<file path="src/rtl/inst_fetch_linebuf_if.sv">
// rtl/inst_fetch_linebuf_if.sv - core fetch port and memory bus bundle for the line buffer
interface inst_fetch_linebuf_if #(
  parameter int ADDR_W = 32,
  parameter int DATA_W = 32
);
  logic              rom_ce_i;
  logic [ADDR_W-1:0] rom_addr_i;
  logic [DATA_W-1:0] rom_data_o;
  logic              stallreq_o;
  logic              flush_i;
  logic              mem_req_o;
  logic [ADDR_W-1:0] mem_addr_o;
  logic              mem_ack_i;
  logic [DATA_W-1:0] mem_rdata_i;

  modport master (
    output rom_ce_i, rom_addr_i, flush_i, mem_ack_i, mem_rdata_i,
    input  rom_data_o, stallreq_o, mem_req_o, mem_addr_o
  );

  modport slave (
    input  rom_ce_i, rom_addr_i, flush_i, mem_ack_i, mem_rdata_i,
    output rom_data_o, stallreq_o, mem_req_o, mem_addr_o
  );
endinterface

</file>
<file path="src/rtl/inst_fetch_linebuf.sv">
// rtl/inst_fetch_linebuf.sv - one-line instruction buffer with word-serial burst refill
// Optional IFB_PERF_CNT_EN adds saturating hit/miss counters.
module inst_fetch_linebuf #(
  parameter int LINE_WORDS = 4,
  parameter int ADDR_W     = 32,
  parameter int DATA_W     = 32
) (
  input  logic                clk,
  input  logic                rst,
  inst_fetch_linebuf_if.slave bus
`ifdef IFB_PERF_CNT_EN
  ,
  output logic [31:0]         hit_cnt_o,
  output logic [31:0]         miss_cnt_o
`endif
);
  localparam int IDX_W = $clog2(LINE_WORDS);
  localparam int TAG_W = ADDR_W - 2 - IDX_W;
  localparam logic [IDX_W-1:0] LAST_IDX = IDX_W'(LINE_WORDS - 1);

  typedef enum logic {IDLE, FILL} state_t;

  state_t             state_q, state_d;
  logic               valid_q;
  logic               flush_pend_q;
  logic [TAG_W-1:0]   tag_q;
  logic [IDX_W-1:0]   fill_idx_q;
  logic [DATA_W-1:0]  line_q [LINE_WORDS];

  logic [TAG_W-1:0]   req_tag;
  logic [IDX_W-1:0]   req_idx;
  logic               hit;
  logic               miss;
  logic               fill_last;
  logic               unused_addr_lsbs;

  assign req_tag          = bus.rom_addr_i[ADDR_W-1:2+IDX_W];
  assign req_idx          = bus.rom_addr_i[2+IDX_W-1:2];
  assign unused_addr_lsbs = ^bus.rom_addr_i[1:0];
  assign hit              = bus.rom_ce_i & valid_q & (req_tag == tag_q) & (state_q == IDLE);
  assign fill_last        = (state_q == FILL) & bus.mem_ack_i & (fill_idx_q == LAST_IDX);

  // Outputs are gated by rst so a reset asserted mid-cycle silences the core side at once.
  always_comb begin
    state_d        = state_q;
    miss           = 1'b0;
    bus.rom_data_o = '0;
    bus.stallreq_o = 1'b0;
    bus.mem_req_o  = 1'b0;
    bus.mem_addr_o = '0;
    if (rst) begin
      case (state_q)
        IDLE: begin
          if (bus.rom_ce_i) begin
            if (hit) begin
              bus.rom_data_o = line_q[req_idx];
            end else begin
              bus.stallreq_o = 1'b1;
              miss           = 1'b1;
              state_d        = FILL;
            end
          end
        end
        FILL: begin
          bus.stallreq_o = 1'b1;
          bus.mem_req_o  = 1'b1;
          bus.mem_addr_o = {tag_q, fill_idx_q, 2'b00};
          if (fill_last) state_d = IDLE;
        end
        default: state_d = IDLE;
      endcase
    end
  end

  always_ff @(posedge clk or negedge rst) begin
    if (!rst) begin
      state_q      <= IDLE;
      valid_q      <= 1'b0;
      flush_pend_q <= 1'b0;
      tag_q        <= '0;
      fill_idx_q   <= '0;
    end else begin
      state_q <= state_d;
      if (state_q == IDLE) begin
        if (miss) begin
          tag_q        <= req_tag;
          valid_q      <= 1'b0;
          flush_pend_q <= 1'b0;
        end else if (bus.flush_i) begin
          valid_q <= 1'b0;
        end
      end else begin
        if (bus.flush_i) flush_pend_q <= 1'b1;
        if (bus.mem_ack_i) fill_idx_q <= fill_idx_q + 1'b1;
        // A flush seen anywhere in the fill, including its last edge, leaves the line invalid.
        if (fill_last) valid_q <= ~(flush_pend_q | bus.flush_i);
      end
    end
  end

  // Line storage needs no reset: valid_q guards every read.
  always_ff @(posedge clk) begin
    if ((state_q == FILL) && bus.mem_ack_i) line_q[fill_idx_q] <= bus.mem_rdata_i;
  end

`ifdef IFB_PERF_CNT_EN
  always_ff @(posedge clk or negedge rst) begin
    if (!rst) begin
      hit_cnt_o  <= '0;
      miss_cnt_o <= '0;
    end else begin
      if (hit && (hit_cnt_o != 32'hFFFF_FFFF)) hit_cnt_o <= hit_cnt_o + 32'd1;
      if (miss && (miss_cnt_o != 32'hFFFF_FFFF)) miss_cnt_o <= miss_cnt_o + 32'd1;
    end
  end
`endif
endmodule

</file>
<file path="src/flat_wrapper.sv">
// flat-port wrapper written by rule: the top's interface ports become plain ports
module inst_fetch_linebuf_flat 
#(
  parameter int LINE_WORDS = 4,
  parameter int ADDR_W     = 32,
  parameter int DATA_W     = 32
)
  (clk, rst, bus_rom_ce_i, bus_rom_addr_i, bus_flush_i, bus_mem_ack_i, bus_mem_rdata_i, bus_rom_data_o, bus_stallreq_o, bus_mem_req_o, bus_mem_addr_o);
  inst_fetch_linebuf_if #(.ADDR_W(ADDR_W), .DATA_W(DATA_W)) bus_i ();
  input  logic clk;
  input  logic rst;
  input wire logic [$bits(bus_i.rom_ce_i)-1:0] bus_rom_ce_i;
  input wire logic [$bits(bus_i.rom_addr_i)-1:0] bus_rom_addr_i;
  input wire logic [$bits(bus_i.flush_i)-1:0] bus_flush_i;
  input wire logic [$bits(bus_i.mem_ack_i)-1:0] bus_mem_ack_i;
  input wire logic [$bits(bus_i.mem_rdata_i)-1:0] bus_mem_rdata_i;
  output wire logic [$bits(bus_i.rom_data_o)-1:0] bus_rom_data_o;
  output wire logic [$bits(bus_i.stallreq_o)-1:0] bus_stallreq_o;
  output wire logic [$bits(bus_i.mem_req_o)-1:0] bus_mem_req_o;
  output wire logic [$bits(bus_i.mem_addr_o)-1:0] bus_mem_addr_o;
  assign bus_i.rom_ce_i = bus_rom_ce_i;
  assign bus_i.rom_addr_i = bus_rom_addr_i;
  assign bus_i.flush_i = bus_flush_i;
  assign bus_i.mem_ack_i = bus_mem_ack_i;
  assign bus_i.mem_rdata_i = bus_mem_rdata_i;
  assign bus_rom_data_o = bus_i.rom_data_o;
  assign bus_stallreq_o = bus_i.stallreq_o;
  assign bus_mem_req_o = bus_i.mem_req_o;
  assign bus_mem_addr_o = bus_i.mem_addr_o;
  inst_fetch_linebuf #(.LINE_WORDS(LINE_WORDS), .ADDR_W(ADDR_W), .DATA_W(DATA_W)) u_core (.clk(clk), .rst(rst), .bus(bus_i));
endmodule
</file>
<file path="config.mk">
export PLATFORM = sky130hd
export DESIGN_NAME = inst_fetch_linebuf_flat
export DESIGN_NICKNAME = d
export VERILOG_FILES = /design/src/rtl/inst_fetch_linebuf_if.sv /design/src/rtl/inst_fetch_linebuf.sv /design/src/flat_wrapper.sv
export SDC_FILE = /design/constraint.sdc
export NUM_CORES = 1
export LEC_CHECK = 0
export CORE_MARGIN = 10
export CORE_UTILIZATION = 40
export DETAILED_ROUTE_END_ITERATION = 10
export PLACE_DENSITY = 0.67
export SLEW_MARGIN = 20
export SYNTH_ARGS = -nofsm -noshare
export SYNTH_HDL_FRONTEND = slang
export SYNTH_SLANG_ARGS = --single-unit
</file>
<file path="constraint.sdc">
create_clock -name clk -period 3.2 [get_ports clk]
set_clock_uncertainty 0.2 [all_clocks]
set_input_delay 0.96 -clock clk [delete_from_list [all_inputs] [get_ports clk]]
set_output_delay 0.96 -clock clk [all_outputs]
set_load 0.01 [all_outputs]
</file>
After elaboration in Yosys (flattened, before gate mapping)
Memories as Yosys holds them, arrays and structs flattened.
Cells that the tools add are included.
W data, S select, Z words.
{ "word_totals": {"ff_bits": 33, "ram_bits": 128, "out_inout_bits": 66, "wordCells": 51, "n_memories": 1} }
{ "mem_list": {"columns": ["name", "depth", "word_bits", "rd", "rd_ports_with_merged_regs", "write_ports", "line_no", "source"], "rows": [
  ["u_core.line_q", 4, 32, 1, 0, 1, "inst_fetch_linebuf.sv:28", "logic [DATA_W-1:0] line_q [LINE_WORDS];"]
]} }
{ "classes": {"addsub": 1, "eq_ne": 4, "mux": 25, "bitwise_logic": 8, "n_reduce_logical": 7} }
{ "ops": {"columns": ["op", "n"], "rows": [
  ["$mux W32", 6],
  ["$eq A28 B28 Y1", 1],
  ["$mux W1", 17],
  ["$reduce_and A2 Y1", 4],
  ["$and A1 B1 Y1", 5],
  ["$ne A2 B2 Y1 const B", 2],
  ["$pmux W1 S2", 2],
  ["$reduce_bool A3 Y1", 1],
  ["$add A2 B1 Y2 const B", 1],
  ["$eq A2 B2 Y1 const B", 1],
  ["$not A1 Y1", 2],
  ["$reduce_bool A2 Y1", 1],
  ["$logic_and A1 B1 Y1", 1],
  ["$or A1 B1 Y1", 1]
]} }

Longest topological paths before layout
{ "logic_depth": {"depth_word": 9, "depth_mapped": 6} }

Worst setup path after synthesis
No wires, ideal clock.
{ "synth_path": {"path_type": "input to output", "startpoint": "in bus_rom_addr_i[17]", "endpoint": "out bus_rom_data_o[10]", "t_arrival_ps": 2261, "required_time_ps": 2040, "setup_slack_ps": -221, "path_stages": 6, "path_cell_list": "xnor2_1 nand4_1 nor4_4 nand4_1 clkbuf_1 nor2b_1"} }
{ "synth_between": {"elab_chain_cells": 7} }
{ "synth_lines": {"columns": ["element", "line_no", "source"], "rows": [
  ["start, declared", "flat_wrapper.sv:13", "input wire logic [$bits(bus_i.rom_addr_i)-1:0] bus_rom_addr_i;"],
  ["$eq A28 B28 Y1", "inst_fetch_linebuf.sv:40", "assign hit = bus.rom_ce_i & valid_q & (req_tag == tag_q) & (state_q == IDLE);"],
  ["$and A1 B1 Y1 (2 in a row)", "inst_fetch_linebuf.sv:40", null],
  ["$mux W32", "inst_fetch_linebuf.sv:55", "if (hit) begin"],
  ["$mux W32", "inst_fetch_linebuf.sv:54", "if (bus.rom_ce_i) begin"],
  ["$mux W32", "inst_fetch_linebuf.sv:52", "case (state_q)"],
  ["$mux W32", "inst_fetch_linebuf.sv:51", "if (rst) begin"],
  ["end, declared", "flat_wrapper.sv:17", "output wire logic [$bits(bus_i.rom_data_o)-1:0] bus_rom_data_o;"]
]} }
Every way passes these cells.

Worst setup path after layout
{ "layout_path": {"startpoint": "in bus_rom_addr_i[22]", "endpoint": "out bus_rom_data_o[25]"} }
The elaborated chain is that of the path after synthesis.

==> results.cfg <==
[clocking]
cts_buffer_depth = 2
cts_hold_buffers = 0
cts_buffers = 17
htreeDepth = 4
clk_pin_slew_ns = 0.06
worstSkewPairLatency_ns = 0.42
ctsRootBufferMaster = clkbuf_16
cts_tree = built
clock_sinks = 161

[power_and_ir_drop]
vdd_drop_max_mv = 0.389
power.density_nw_per_um2 = 718
leakagePower_nw = 3.96

[sta]
period_minus_slack_ns = 3.63
fin_crit_sh = 1.13
finalMaxSlewViolations = 0
finalSetupViolCount = 33
hold_viol = 0
rsz0062_at_grt = yes
max_freq_mhz = 275
setup_ws_ns = -0.431

[detailed_routing]
first_pass_iters = 4
met2_length_um = 7880
drtAntennaViolNets = 0
wl_met3_um = 1390
wl_per_cell_um = 20.2
drt-total-wl_um = 16100
drc_errors = 0
dr_total_vias = 3990
routed_via_density = 5.01
top_layer = met5
drt_iter0_markers = 217
m1WireLength_um = 6590

[layout]
syn2layout_area_growth_pct = 45.2
fin_cells = 797
fin_area_um2 = 9900
diodes = 0
final_nets = 637
utilization = 0.595
final_layout_size_suffix_gt1_frac = 0.463

[critical_path]
cp.required_ns = 2.04
cpMostUsedCell = buf_6
r2r_start = u_core.tag_q[9]
cp-end-kind = output pin
crit_buf_inv = 4
worstPathCellList = buf_6, xnor2_2, nand4_1, nor4_4, nand4_1, buf_6, buf_16, nor2b_4, buf_6
crit_family = simple AND/OR/NAND/NOR gates
critPathLaunch = bus_rom_addr_i[22]
crit_type = in -> out
arrival_ns = 2.47
slowest_delay_ns = 0.34
cp_max_fo = 8
crit_path_start_kind = primary input
cp_slowest_cell = nor4_4

[synthesis]
yosys_warnings = 0
syn_area_per_cell_um2 = 18.4
ys_ff_latch = 161
synth_cells = 371
ys_types = 27
syn_area_um2 = 6820
yosysSeqAreaShare = 0.685

[global_routing]
grt_pass1_vias = 4497
grtUsageTotal = 0.148
grt_max_degree = 41
grt_overflow = 0
antenna_found_initial = 1
grt_pass1_wl_um = 25300

[die]
initial_core_util = 0.410
coreArea_um2 = 16600
boundaryPins = 135
dieArea_um2 = 22700
rows = 47
die_h_um = 151
die-width_um = 151

[placement]
dp_cells = 757
globalplace.congestion = 0.776
dpl.hpwl_um = 10400
place_area_um2 = 8880
place_ws_ns = -1.33
port_buffers = 130

[status]
status = finished with violations
violations = setup timing

[run]
cap_violations = 0

[worst_hold_path]
hold_path_class = in -> async
==> routing by layer <==
metal / track usage / vias to the layer above
met5: 0 / -
li1: - / 1829
met4: 0.0525 / 2
met2: 0.240 / 129
met1: 0.175 / 2009
met3: 0.0582 / 21
==> metrics by stage <==
stage / hold WS [ns] / TNS [ns] / power, W
floorplan: 0.291 / -5.55 / 0.00405
global placement: 0.309 / -44.99 / 0.00498
detailed placement: 0.334 / -46.13 / 0.00503
CTS: 0.270 / -14.18 / 0.00715
global route: 0.290 / -16.81 / 0.00747
finish: 0.297 / -13.44 / 0.00711
==> report_power, final <==
| group | total [W] | switching (W) | internal [W] |
|---|---|---|---|
| clock | 0.00207 | 0.000836 | 0.00124 |
| combinational | 0.00199 | 0.000802 | 0.00118 |
| sequential | 0.00305 | 0.000243 | 0.00281 |
| total | 0.00711 | 0.00188 | 0.00523 |
==> flip-flops by register name, summed over array words and instances, names as in the netlist <==
name                 cells
u_core.line_q          128
u_core.tag_q            28
u_core.fill_idx_q        2
u_core.flush_pend_q      1
u_core.state_q           1
u_core.valid_q           1
==> layout make-up <==
type | instances | area [um2]
repair buffers | 194 | 1960
flip-flops and latches | 161 | 4670
multi-input cells | 186 | 2380
inverters | 4 | 15.0
well taps | 220 | 275
clock inverters | 15 | 179
clock buffers | 17 | 425
fillers | 1274 | 6750
==> cells in the final DEF (no fill, tap or decap), types with 3 or more instances in the layout <==
| cell type | count |
|---|---|
| inv_6 | 4 |
| clkbuf_16 | 17 |
| and3_1 | 30 |
| bufinv_16 | 3 |
| xnor2_2 | 10 |
| clkinv_1 | 3 |
| and3_2 | 3 |
| mux2_2 | 9 |
| mux2_4 | 20 |
| inv_1 | 3 |
| clkdlybuf4s50_1 | 46 |
| clkbuf_2 | 4 |
| mux4_2 | 32 |
| nand2_1 | 4 |
| buf_6 | 44 |
| buf_16 | 3 |
| buf_12 | 9 |
| nor2b_4 | 31 |
| dlygate4sd2_1 | 15 |
| buf_4 | 49 |
| dfrtp_1 | 33 |
| edfxtp_1 | 128 |
| xnor2_1 | 18 |
| nand4_1 | 7 |
| buf_2 | 13 |
| ha_1 | 4 |
| dlymetal6s2s_1 | 4 |
| clkdlybuf4s15_1 | 3 |
==> timing repair <==
action | CTS | global route
cloned | 4 | 0
pin swaps | 37 | 17
setup buffers | 3 | 2
resized for setup | 339 | 23
endpoints found under the setup margin | 61 | 37
==> cell usage after synthesis <==
| library cell | instances | share of area |
|---|---|---|
| edfxtp_1 | 128 | 0.56 |
| and3_1 | 33 | 0.030 |
| dfrtp_1 | 33 | 0.12 |
| mux4_2 | 32 | 0.11 |
| nor2b_1 | 32 | 0.029 |
| xnor2_1 | 29 | 0.037 |
| mux2_4 | 20 | 0.044 |
| clkbuf_1 | 14 | 0.0077 |
| mux2_2 | 9 | 0.015 |
| nand4_1 | 7 | 0.0064 |
| ha_1 | 4 | 0.0073 |
| inv_1 | 4 | 0.0022 |
| nand2_1 | 4 | 0.0022 |
| buf_2 | 3 | 0.0022 |
| buf_4 | 2 | 0.0022 |
| buf_6 | 2 | 0.0033 |
| nand3_1 | 2 | 0.0015 |
| nor4_4 | 2 | 0.0062 |
| o21ai_0 | 2 | 0.0015 |
| o31ai_1 | 2 | 0.0022 |
| a211oi_4 | 1 | 0.0029 |
| a21oi_1 | 1 | 0.00073 |
| a2bb2oi_1 | 1 | 0.0013 |
| and2_1 | 1 | 0.00092 |
| conb_1 | 1 | 0.00055 |
| nand4b_1 | 1 | 0.0013 |
| or2_2 | 1 | 0.00092 |
==> cells by family (layout without fill, tap and decap cells) <==
family / count (synthesis) / after routing / synth area share
AO/OA/AOI/OAI: 7 / 7 / 0.00862
XOR/XNOR: 29 / 29 / 0.0373
adder cells (fa/ha/maj): 4 / 4 / 0.00734
buffers and inverters: 25 / 230 / 0.0176
flip-flops: 161 / 161 / 0.685
multiplexers: 61 / 61 / 0.165
other: 1 / 2 / 0.000550
AND/OR/NAND/NOR: 83 / 83 / 0.0791
==> worst paths after layout <==
path	endpoint	slack, ns	cells past startpoint
setup / recovery	bus_rom_data_o[25]	-0.43	9
hold / removal	u_core.fill_idx_q[0]	0.30	2
setup reg to reg	u_core.tag_q[17]	0.77	9
hold reg to reg	u_core.flush_pend_q	0.34	2
max in group asynchronous	u_core.tag_q[21]	2.11	4
min in group clk	u_core.flush_pend_q	0.34	2
No activity file was read; power rests on OpenSTA's default activity.
